$ cat config.mk
export PLATFORM = sky130hd
export DESIGN_NAME = multicycle_ctrl_flat
export DESIGN_NICKNAME = d
export VERILOG_FILES = /design/src/rtl/alu_pkg.sv /design/src/rtl/multicycle_ctrl_if.sv /design/src/rtl/multicycle_ctrl.sv /design/src/flat_wrapper.sv
export SDC_FILE = /design/constraint.sdc
export NUM_CORES = 1
export LEC_CHECK = 0
export CORE_MARGIN = 10
export CORE_UTILIZATION = 35
export CTS_CLUSTER_DIAMETER = 80
export DETAILED_ROUTE_END_ITERATION = 6
export GPL_TIMING_DRIVEN = 0
export PLACE_DENSITY_LB_ADDON = 0.12
export SLEW_MARGIN = 20
export SYNTH_ARGS = -nofsm -noshare
export SYNTH_HDL_FRONTEND = slang
export SYNTH_SLANG_ARGS = --single-unit
$ cat constraint.sdc
create_clock -name clk -period 6.93 [get_ports clk]
set_clock_uncertainty 0.05 [all_clocks]
set_input_delay 2.079 -clock clk [delete_from_list [all_inputs] [get_ports clk]]
set_output_delay 2.079 -clock clk [all_outputs]
set_load 0.02 [all_outputs]
$ cat src/rtl/alu_pkg.sv
// Shared ALU opcode enumeration used by the multicycle controller and the datapath.
package alu_pkg;
  typedef enum logic [3:0] {
    ALU_ADD,
    ALU_SUB,
    ALU_SLL,
    ALU_SLT,
    ALU_SLTU,
    ALU_XOR,
    ALU_SRL,
    ALU_SRA,
    ALU_OR,
    ALU_AND,
    ALU_COPY_B
  } alu_op_t;
endpackage

$ cat src/rtl/multicycle_ctrl_if.sv
// Memory request handshake between the multicycle controller and memory.
//   mem_req   : controller requests a transfer (held until mem_ready)
//   mem_we    : 1 = store, 0 = load/fetch
//   addr_sel  : 0 = pc, 1 = alu_out
//   mem_ready : memory completes the transfer this cycle
interface multicycle_ctrl_if;
  logic mem_req;
  logic mem_we;
  logic addr_sel;
  logic mem_ready;

  modport master (output mem_req, mem_we, addr_sel, input mem_ready);
  modport slave  (input mem_req, mem_we, addr_sel, output mem_ready);
endinterface

$ cat src/rtl/multicycle_ctrl.sv
// Multicycle RV32I control FSM. Sequences FETCH / DECODE / EXECUTE / MEM /
// writeback for the instruction held in IR, steering the ALU and datapath
// muxes and resolving branches from the ALU flags of the EXECUTE cycle.
// Ports:
//   clk, rst_n      : clock, synchronous active-low reset
//   instr           : current IR contents
//   mem             : memory request handshake (master side)
//   zero, lt, ltu   : ALU flags for the current cycle
//   alu_op, src_a_sel, src_b_sel : ALU operation and operand selects
//   ir_write, pc_write, pc_src   : IR/old_pc and PC load strobes, PC source
//   reg_write, wb_sel            : rd write strobe and writeback source
//   retire          : pulse on the last cycle of each instruction
//   illegal         : high while trapped
//   state_dbg       : current state encoding
module multicycle_ctrl
  import alu_pkg::*;
(
  input  logic                     clk,
  input  logic                     rst_n,
  input  logic [31:0]              instr,
  multicycle_ctrl_if.master        mem,
  input  logic                     zero,
  input  logic                     lt,
  input  logic                     ltu,
  output alu_op_t                  alu_op,
  output logic [1:0]               src_a_sel,
  output logic [1:0]               src_b_sel,
  output logic                     ir_write,
  output logic                     pc_write,
  output logic [1:0]               pc_src,
  output logic                     reg_write,
  output logic [1:0]               wb_sel,
  output logic                     retire,
  output logic                     illegal,
  output logic [2:0]               state_dbg
);

  localparam logic [6:0] OPC_OP     = 7'b0110011;
  localparam logic [6:0] OPC_OPIMM  = 7'b0010011;
  localparam logic [6:0] OPC_LOAD   = 7'b0000011;
  localparam logic [6:0] OPC_STORE  = 7'b0100011;
  localparam logic [6:0] OPC_BRANCH = 7'b1100011;
  localparam logic [6:0] OPC_JAL    = 7'b1101111;
  localparam logic [6:0] OPC_JALR   = 7'b1100111;
  localparam logic [6:0] OPC_LUI    = 7'b0110111;
  localparam logic [6:0] OPC_AUIPC  = 7'b0010111;

  typedef enum logic [2:0] {
    S_FETCH, S_DECODE, S_EXECUTE, S_MEM, S_MEM_WB, S_ALU_WB, S_LINK, S_TRAP
  } state_t;

  state_t state, state_nxt;

  logic [6:0] opcode;
  logic [2:0] f3;
  logic [6:0] f7;
  logic       known_opc, op_legal, br_legal, br_taken;
  logic       unused_fields;

  assign opcode = instr[6:0];
  assign f3     = instr[14:12];
  assign f7     = instr[31:25];
  // Register/immediate fields belong to the datapath.
  assign unused_fields = ^{instr[24:15], instr[11:7]};

  // Shared OP / OP-IMM mapping; alt selects SUB/SRA.
  function automatic alu_op_t arith_op(input logic [2:0] fn3, input logic alt);
    case (fn3)
      3'b000:  arith_op = alt ? ALU_SUB : ALU_ADD;
      3'b001:  arith_op = ALU_SLL;
      3'b010:  arith_op = ALU_SLT;
      3'b011:  arith_op = ALU_SLTU;
      3'b100:  arith_op = ALU_XOR;
      3'b101:  arith_op = alt ? ALU_SRA : ALU_SRL;
      3'b110:  arith_op = ALU_OR;
      default: arith_op = ALU_AND;
    endcase
  endfunction

  always_comb begin
    case (opcode)
      OPC_OP, OPC_OPIMM, OPC_LOAD, OPC_STORE, OPC_BRANCH,
      OPC_JAL, OPC_JALR, OPC_LUI, OPC_AUIPC: known_opc = 1'b1;
      default:                               known_opc = 1'b0;
    endcase
  end

  // funct7=0x20 only qualifies ADD->SUB and SRL->SRA.
  assign op_legal = (f7 == 7'h00) || ((f7 == 7'h20) && (f3 == 3'b000 || f3 == 3'b101));
  assign br_legal = (f3[2:1] != 2'b01);

  always_comb begin
    case (f3)
      3'b000:  br_taken = zero;
      3'b001:  br_taken = !zero;
      3'b100:  br_taken = lt;
      3'b101:  br_taken = !lt;
      3'b110:  br_taken = ltu;
      3'b111:  br_taken = !ltu;
      default: br_taken = 1'b0;
    endcase
  end

  always_ff @(posedge clk) begin
    if (!rst_n) state <= S_FETCH;
    else        state <= state_nxt;
  end

  always_comb begin
    state_nxt    = state;
    alu_op       = ALU_ADD;
    src_a_sel    = 2'd0;
    src_b_sel    = 2'd0;
    mem.mem_req  = 1'b0;
    mem.mem_we   = 1'b0;
    mem.addr_sel = 1'b0;
    ir_write     = 1'b0;
    pc_write     = 1'b0;
    pc_src       = 2'd0;
    reg_write    = 1'b0;
    wb_sel       = 2'd0;
    retire       = 1'b0;
    illegal      = 1'b0;
    state_dbg    = state;
    unique case (state)
      S_FETCH: begin
        mem.mem_req = 1'b1;
        src_a_sel   = 2'd1;
        src_b_sel   = 2'd2;
        if (mem.mem_ready) begin
          ir_write  = 1'b1;
          pc_write  = 1'b1;
          state_nxt = S_DECODE;
        end
      end
      S_DECODE: begin
        // alu_out latches old_pc+imm: the branch/JAL target.
        src_a_sel = 2'd2;
        src_b_sel = 2'd1;
        state_nxt = known_opc ? S_EXECUTE : S_TRAP;
      end
      S_EXECUTE: begin
        case (opcode)
          OPC_OP: begin
            alu_op    = arith_op(f3, f7 == 7'h20);
            state_nxt = op_legal ? S_ALU_WB : S_TRAP;
          end
          OPC_OPIMM: begin
            src_b_sel = 2'd1;
            alu_op    = arith_op(f3, (f3 == 3'b101) && f7[5]);
            state_nxt = S_ALU_WB;
          end
          OPC_LOAD, OPC_STORE: begin
            src_b_sel = 2'd1;
            state_nxt = S_MEM;
          end
          OPC_BRANCH: begin
            alu_op = ALU_SUB;
            if (br_legal) begin
              retire    = 1'b1;
              state_nxt = S_FETCH;
              if (br_taken) begin
                pc_write = 1'b1;
                pc_src   = 2'd1;
              end
            end else begin
              state_nxt = S_TRAP;
            end
          end
          OPC_JAL: begin
            pc_write  = 1'b1;
            pc_src    = 2'd1;
            state_nxt = S_LINK;
          end
          OPC_JALR: begin
            src_b_sel = 2'd1;
            pc_write  = 1'b1;
            pc_src    = 2'd2;
            state_nxt = S_LINK;
          end
          OPC_LUI: begin
            src_b_sel = 2'd1;
            alu_op    = ALU_COPY_B;
            state_nxt = S_ALU_WB;
          end
          OPC_AUIPC: begin
            src_a_sel = 2'd2;
            src_b_sel = 2'd1;
            state_nxt = S_ALU_WB;
          end
          default: state_nxt = S_TRAP;
        endcase
      end
      S_MEM: begin
        mem.mem_req  = 1'b1;
        mem.addr_sel = 1'b1;
        mem.mem_we   = (opcode == OPC_STORE);
        if (mem.mem_ready) begin
          if (opcode == OPC_STORE) begin
            retire    = 1'b1;
            state_nxt = S_FETCH;
          end else begin
            state_nxt = S_MEM_WB;
          end
        end
      end
      S_MEM_WB: begin
        reg_write = 1'b1;
        wb_sel    = 2'd1;
        retire    = 1'b1;
        state_nxt = S_FETCH;
      end
      S_ALU_WB: begin
        reg_write = 1'b1;
        retire    = 1'b1;
        state_nxt = S_FETCH;
      end
      S_LINK: begin
        src_a_sel = 2'd2;
        src_b_sel = 2'd2;
        reg_write = 1'b1;
        wb_sel    = 2'd2;
        retire    = 1'b1;
        state_nxt = S_FETCH;
      end
      S_TRAP: illegal = 1'b1;
    endcase
    // Reset is synchronous for the state, but outputs must go quiet at once
    // so an in-flight memory request is dropped in the reset cycle itself.
    if (!rst_n) begin
      alu_op       = ALU_ADD;
      src_a_sel    = 2'd0;
      src_b_sel    = 2'd0;
      mem.mem_req  = 1'b0;
      mem.mem_we   = 1'b0;
      mem.addr_sel = 1'b0;
      ir_write     = 1'b0;
      pc_write     = 1'b0;
      pc_src       = 2'd0;
      reg_write    = 1'b0;
      wb_sel       = 2'd0;
      retire       = 1'b0;
      illegal      = 1'b0;
      state_dbg    = 3'd0;
    end
  end

endmodule

$ cat src/flat_wrapper.sv
// flat-port wrapper written by rule: the top's interface ports become plain ports
module multicycle_ctrl_flat import alu_pkg::*;
  (clk, rst_n, instr, zero, lt, ltu, alu_op, src_a_sel, src_b_sel, ir_write, pc_write, pc_src, reg_write, wb_sel, retire, illegal, state_dbg, mem_mem_req, mem_mem_we, mem_addr_sel, mem_mem_ready);
  multicycle_ctrl_if mem_i ();
  input  logic clk;
  input  logic rst_n;
  input  logic [31:0] instr;
  input  logic zero;
  input  logic lt;
  input  logic ltu;
  output alu_op_t alu_op;
  output logic [1:0] src_a_sel;
  output logic [1:0] src_b_sel;
  output logic ir_write;
  output logic pc_write;
  output logic [1:0] pc_src;
  output logic reg_write;
  output logic [1:0] wb_sel;
  output logic retire;
  output logic illegal;
  output logic [2:0] state_dbg;
  output wire logic [$bits(mem_i.mem_req)-1:0] mem_mem_req;
  output wire logic [$bits(mem_i.mem_we)-1:0] mem_mem_we;
  output wire logic [$bits(mem_i.addr_sel)-1:0] mem_addr_sel;
  input wire logic [$bits(mem_i.mem_ready)-1:0] mem_mem_ready;
  assign mem_mem_req = mem_i.mem_req;
  assign mem_mem_we = mem_i.mem_we;
  assign mem_addr_sel = mem_i.addr_sel;
  assign mem_i.mem_ready = mem_mem_ready;
  multicycle_ctrl u_core (.clk(clk), .rst_n(rst_n), .instr(instr), .mem(mem_i), .zero(zero), .lt(lt), .ltu(ltu), .alu_op(alu_op), .src_a_sel(src_a_sel), .src_b_sel(src_b_sel), .ir_write(ir_write), .pc_write(pc_write), .pc_src(pc_src), .reg_write(reg_write), .wb_sel(wb_sel), .retire(retire), .illegal(illegal), .state_dbg(state_dbg));
endmodule
# [Yosys cells after proc, flatten, opt, wreduce, memory -nomap -nowiden]
# Index checks and enable logic that the tools add are counted.
# W data, S select, Z words.
[op_classes] reduce_logical=21 eq_ne=27 mux=57
[ops] op="$pmux W4 S7" count=2
[ops] op="$pmux W3 S5" count=2
[ops] op="$eq A7 B6 Y1 const B" count=4
[ops] op="$mux W1" count=28
[ops] op="$eq A3 B3 Y1 const B" count=8
[ops] op="$eq A7 B7 Y1 const B" count=3
[ops] op="$mux W3" count=6
[ops] op="$pmux W2 S3" count=3
[ops] op="$mux W2" count=8
[ops] op="$pmux W4 S4" count=1
[ops] op="$eq A7 B5 Y1 const B" count=2
[ops] op="$eq A3 B2 Y1 const B" count=4
[ops] op="$reduce_or A2 Y1" count=5
[ops] op="$reduce_or A9 Y1" count=1
[ops] op="$mux W4" count=2
[ops] op="$eq A7 B2 Y1 const B" count=1
[ops] op="$logic_not A7 Y1" count=1
[ops] op="$eq A3 B1 Y1 const B" count=2
[ops] op="$logic_not A3 Y1" count=2
[ops] op="$pmux W1 S6" count=1
[ops] op="$reduce_or A3 Y1" count=2
[ops] op="$reduce_or A6 Y1" count=1
[ops] op="$reduce_bool A5 Y1" count=1
[ops] op="$ne A2 B2 Y1 const B" count=2
[ops] op="8 further kinds" count=13
[word_totals] wordCells=106 input_bits=38 ff_bits=3 out_inout_bits=23

# [Depth between registers and ports, before layout]
[depth] word_depth=7 mapped_depth=6 depth_no_buf=5

# [Least setup slack after synthesis]
# Ideal clock, no wire load.
[synth_path] kind="input to output" start="in rst_n" end="out pc_write" arrival_ns=3.597 stages=5 n_path_buf=1 t_required_ns=4.801 setup_slack_ns=1.204 cell_sequence="clkbuf_1 > nand2_1 > nor3_1 > and2_1 > o21bai_1"
[synth_between] elab_chain_cells=1
[synth_lines] element="start, declared" line_no="flat_wrapper.sv:6" rtl="input logic rst_n;"
[synth_lines] element="$mux W1" line_no="multicycle_ctrl.sv:230" rtl="if (!rst_n) begin"
[synth_lines] element="end, declared" line_no="flat_wrapper.sv:15" rtl="output logic pc_write;"
# Every way passes these cells.

# [Final worst setup path]
[layout_path] start="in instr[26]" end="out alu_op[0]"
[layout_between] elab_chain_cells=6
[layout_lines] element="start, declared" line_no="flat_wrapper.sv:7" rtl="input logic [31:0] instr;"
[layout_lines] element="$eq A7 B6 Y1 *" line_no="multicycle_ctrl.sv:145" rtl="alu_op = arith_op(f3, f7 == 7'h20);"
[layout_lines] element="$mux W1" line_no="multicycle_ctrl.sv:69, multicycle_ctrl.sv:74"
[layout_lines] element="$pmux W4 S7 *" line_no="multicycle_ctrl.sv:68" rtl="case (fn3)"
[layout_lines] element="$pmux W4 S4 *" line_no="multicycle_ctrl.sv:143" rtl="case (opcode)"
[layout_lines] element="$mux W4 *" line_no="multicycle_ctrl.sv:125" rtl="unique case (state)"
[layout_lines] element="$mux W4 *" line_no="multicycle_ctrl.sv:230"
[layout_lines] element="end, declared" line_no="flat_wrapper.sv:11" rtl="output alu_op_t alu_op;"
# Mark *: on every way between the ends. The rest lies on a longest branch, timed or not.

==> results.yml <==
run_status:
  status: "finished clean"
floorplanning:
  die_h_um: 66.62
  row_count: 16
  die_width_um: 66.62
  die_area_um2: 4438
  ios: 61
  initial_utilization_pct: 37.62
  core_um2: 2022
cells_and_area:
  largest_register_ffs: 3
  area_growth_pct: 61.84
  reg.largest.list: "u_core.state: 3 flops"
  top_register: "u_core.state"
  nNetsFinal: 206
  diodes: 0
  layout-drive-gt1-share_pct: 4.790
timing:
  fin_crit_ns: 6.586
  setup_tns_ns: 0
  fmax_mhz: 151.8
  tightest_slew_ns: 0.4345
  rsz0062_at_grt: "no"
  finalSetupViolCount: 0
  finalCritPeriodShare_pct: 95.04
  worst_slack_ns: 0.3437
  slew_violations: 0
  hold_viol_final: 0
  hold_slack_ns: 0.6767
  maxSlewHeadroom_pct: 70.66
logic_synthesis:
  synth_compound_area_share_pct: 34.21
  netlist_area_um2: 760.7
  ys_seq_elements: 3
  synth_top_family_by_area: "simple AND/OR/NAND/NOR gates"
  yosysSeqAreaShare_pct: 7.895
  synth.largest_area_cell: "a21oi_1"
  yosysTopAreaCellShare_pct: 7.895
  synth_edf_count: 0
  synth_fa_ha_area_share_pct: 0
  synthCells: 122
  synthMuxAreaShare_pct: 2.632
  synth-xor-area-share_pct: 5.757
  synth_area_leaders: "a21oi_1 7.9%, dfxtp_1 7.9%, nand2_1 5.9%"
  yosys.area_share.simple_pct: 41.61
  synthDistinctLibCells: 44
  synth-warning-count: 0
  postSynthAreaPerCell_um2: 6.235
  syn_nets: 160
  async_flop_share_pct: 0
  synth_flop_cell: "dfxtp_1"
pwr:
  powerDensity_nw_per_um2: 219.4
  p_int_mw: 0.1393
  netSwitchingFraction_pct: 48.42
  ir_drop_uv: 204.1
  pwr-share-seq_pct: 11.5
  p_comb_share_pct: 77.8
  clockPowerShare_pct: 10.7
  p_sw_mw: 0.1308
  p_leak_nw: 0.4335
cts:
  htreeDepth: 1
  root_buffer: "clkbuf_4"
  post_cts_buffers: 0
  clk-insertion-delay-late_ns: 0.22
  cts_sinks: 3
  clk_path_buf_depth: 2
  cts.clk_slew.worst_paths_ns: 0.03
  postCtsResizedCells: 0
  cts_tree: "built"
  cts_hold_buf: 0
  cts_buffers: 3
grt:
  grt_overflow: 0
  grt_pass1_vias: 975
  track_usage_pct: 11.54
  grt_pass1_wl_um: 4312
  grt_antenna_before_repair: 0
  grt_max_degree: 11
placement:
  gp_congestion: 0.8352
  dp_slack_ns: 0.3326
  dp_hpwl_um: 2296
  portBuffers: 41
critical_path:
  crit_buf_inv: 2
  cp_slowest_cell: "clkdlybuf4s50_1"
  crit_path_max_incr_delay_ns: 0.63
  criticalPathCategory: "in -> out"
  crit_required_ns: 4.80
  start_kind: "primary input"
  cp_top_family: "buffers and inverters"
  crit_arrival_ns: 4.46
  crit_fanout: 2
  end_kind: "primary output"
  crit_top_cell: "clkdlybuf4s50_1"
  crit_chain: "clkdlybuf4s50_1 > or4_4 > o31ai_2 > nand3_1 > a221o_1 > a211oi_2 > clkdlybuf4s50_1"
detailed_routing:
  route.detailed.drc: 0
  wl_per_cell_um: 14.33
  via_per_inst: 5.541
  drt_wl_total_um: 2780
  vias: 1075
  first_pass_iters: 6
  antenna_left: 0
  dr.first_iter.drc_count: 36
run:
  maxCapViolCount: 0
worst_hold_path:
  hold_class: "reg -> reg"
## path summary, 6_finish.rpt
path                                 startpoint              end  slack, ns  cells past startpoint
worst min-delay path            u_core.state[2]  u_core.state[1]       0.68                      3
worst max register to register  u_core.state[2]  u_core.state[2]       5.27                      5
worst max-delay path                  instr[26]        alu_op[0]       0.34                      7
worst min register to register  u_core.state[2]  u_core.state[1]       0.68                      3
## cell usage after synthesis (all sizes together), types with 2 or more instances
| cell | n |
|---|---|
| nor2b | 4 |
| o31ai | 2 |
| nor2 | 11 |
| dfxtp | 3 |
| a221o | 2 |
| o21ai | 4 |
| inv | 8 |
| o41ai | 2 |
| nor3 | 7 |
| nand2 | 12 |
| nand2b | 5 |
| a31oi | 2 |
| clkbuf | 7 |
| nand3 | 4 |
| o21a | 2 |
| mux2i | 2 |
| and2 | 2 |
| xor2 | 2 |
| a21oi | 12 |
| nor4 | 3 |
| xnor2 | 3 |
| and3 | 2 |
## worst register-to-register path: stages, from the launching register on
cell	delay (ns)
dfxtp_1	0.36
buf_1	0.38
nor2_1	0.14
nand2_1	0.27
o22ai_1	0.12
a31o_2	0.23
## cells by family (layout without fill, tap and decap cells)
family,after synthesis,count (layout)
AO/OA/AOI/OAI,37,37
multiplexers,2,2
flip-flops,3,3
AND/OR/NAND/NOR,59,59
buffers and inverters,16,61
XOR/XNOR,5,5
## through the flow
| stage | cell area [um2] | util (%) | cells | power [mW] |
|---|---|---|---|---|
| finish | 1231 | 60.89 | 194 | 0.2702 |
| global route | 1231 | 60.89 | 194 | 0.2934 |
| CTS | 1231 | 60.89 | 194 | 0.2718 |
| detailed placement | 1205 | 59.59 | 190 | 0.2412 |
| global placement | 1205 | 59.59 | 190 | 0.2396 |
| floorplan | 760.7 | - | 122 | 0.1593 |
## routing by layer
| metal | vias to the layer above | track usage (%) | share of wire [%] |
|---|---|---|---|
| met4 | 0 | 2.356 | 0 |
| met1 | 484 | 14.31 | 42 |
| met2 | 52 | 19.31 | 47 |
| met5 | - | 0 | 0 |
| met3 | 0 | 3.010 | 11 |
| li1 | 539 | - | - |
## layout make-up
cell class	instances	area [um2]
tap	27	33.78
timing repair buffer	41	410.4
clock buffer	4	26.28
sequential	3	60.06
multi-input combinational	103	640.6
inverter	8	30.03
fill	196	790.8
buffer	8	30.03
## placed cells by master (no fill, tap or decap), types with 2 or more instances in the layout
cell             count
xor2_1               2
clkdlybuf4s50_1     41
nand2b_1             5
nor4_1               3
o41ai_1              2
clkbuf_4             3
mux2i_1              2
nand2_1             12
a221o_1              2
nor3_1               7
and3_1               2
a21oi_1             12
nor2b_1              4
xnor2_1              3
o21ai_0              4
clkbuf_1             8
and2_1               2
nand3_1              4
inv_1                8
o21a_1               2
a31oi_1              2
dfxtp_1              3
nor2_1              11
## power groups by stage
stage	registers, mW	logic, mW	clock network, mW
5_1_grt	0.0323	0.230	0.0316
2_1_floorplan	0.0300	0.129	0
4_1_cts	0.0308	0.211	0.0302
6_report	0.0310	0.210	0.0289
3_3_place_gp	0.0311	0.209	0
3_5_place_dp	0.0310	0.210	0
No activity file was read; power rests on OpenSTA's default activity.
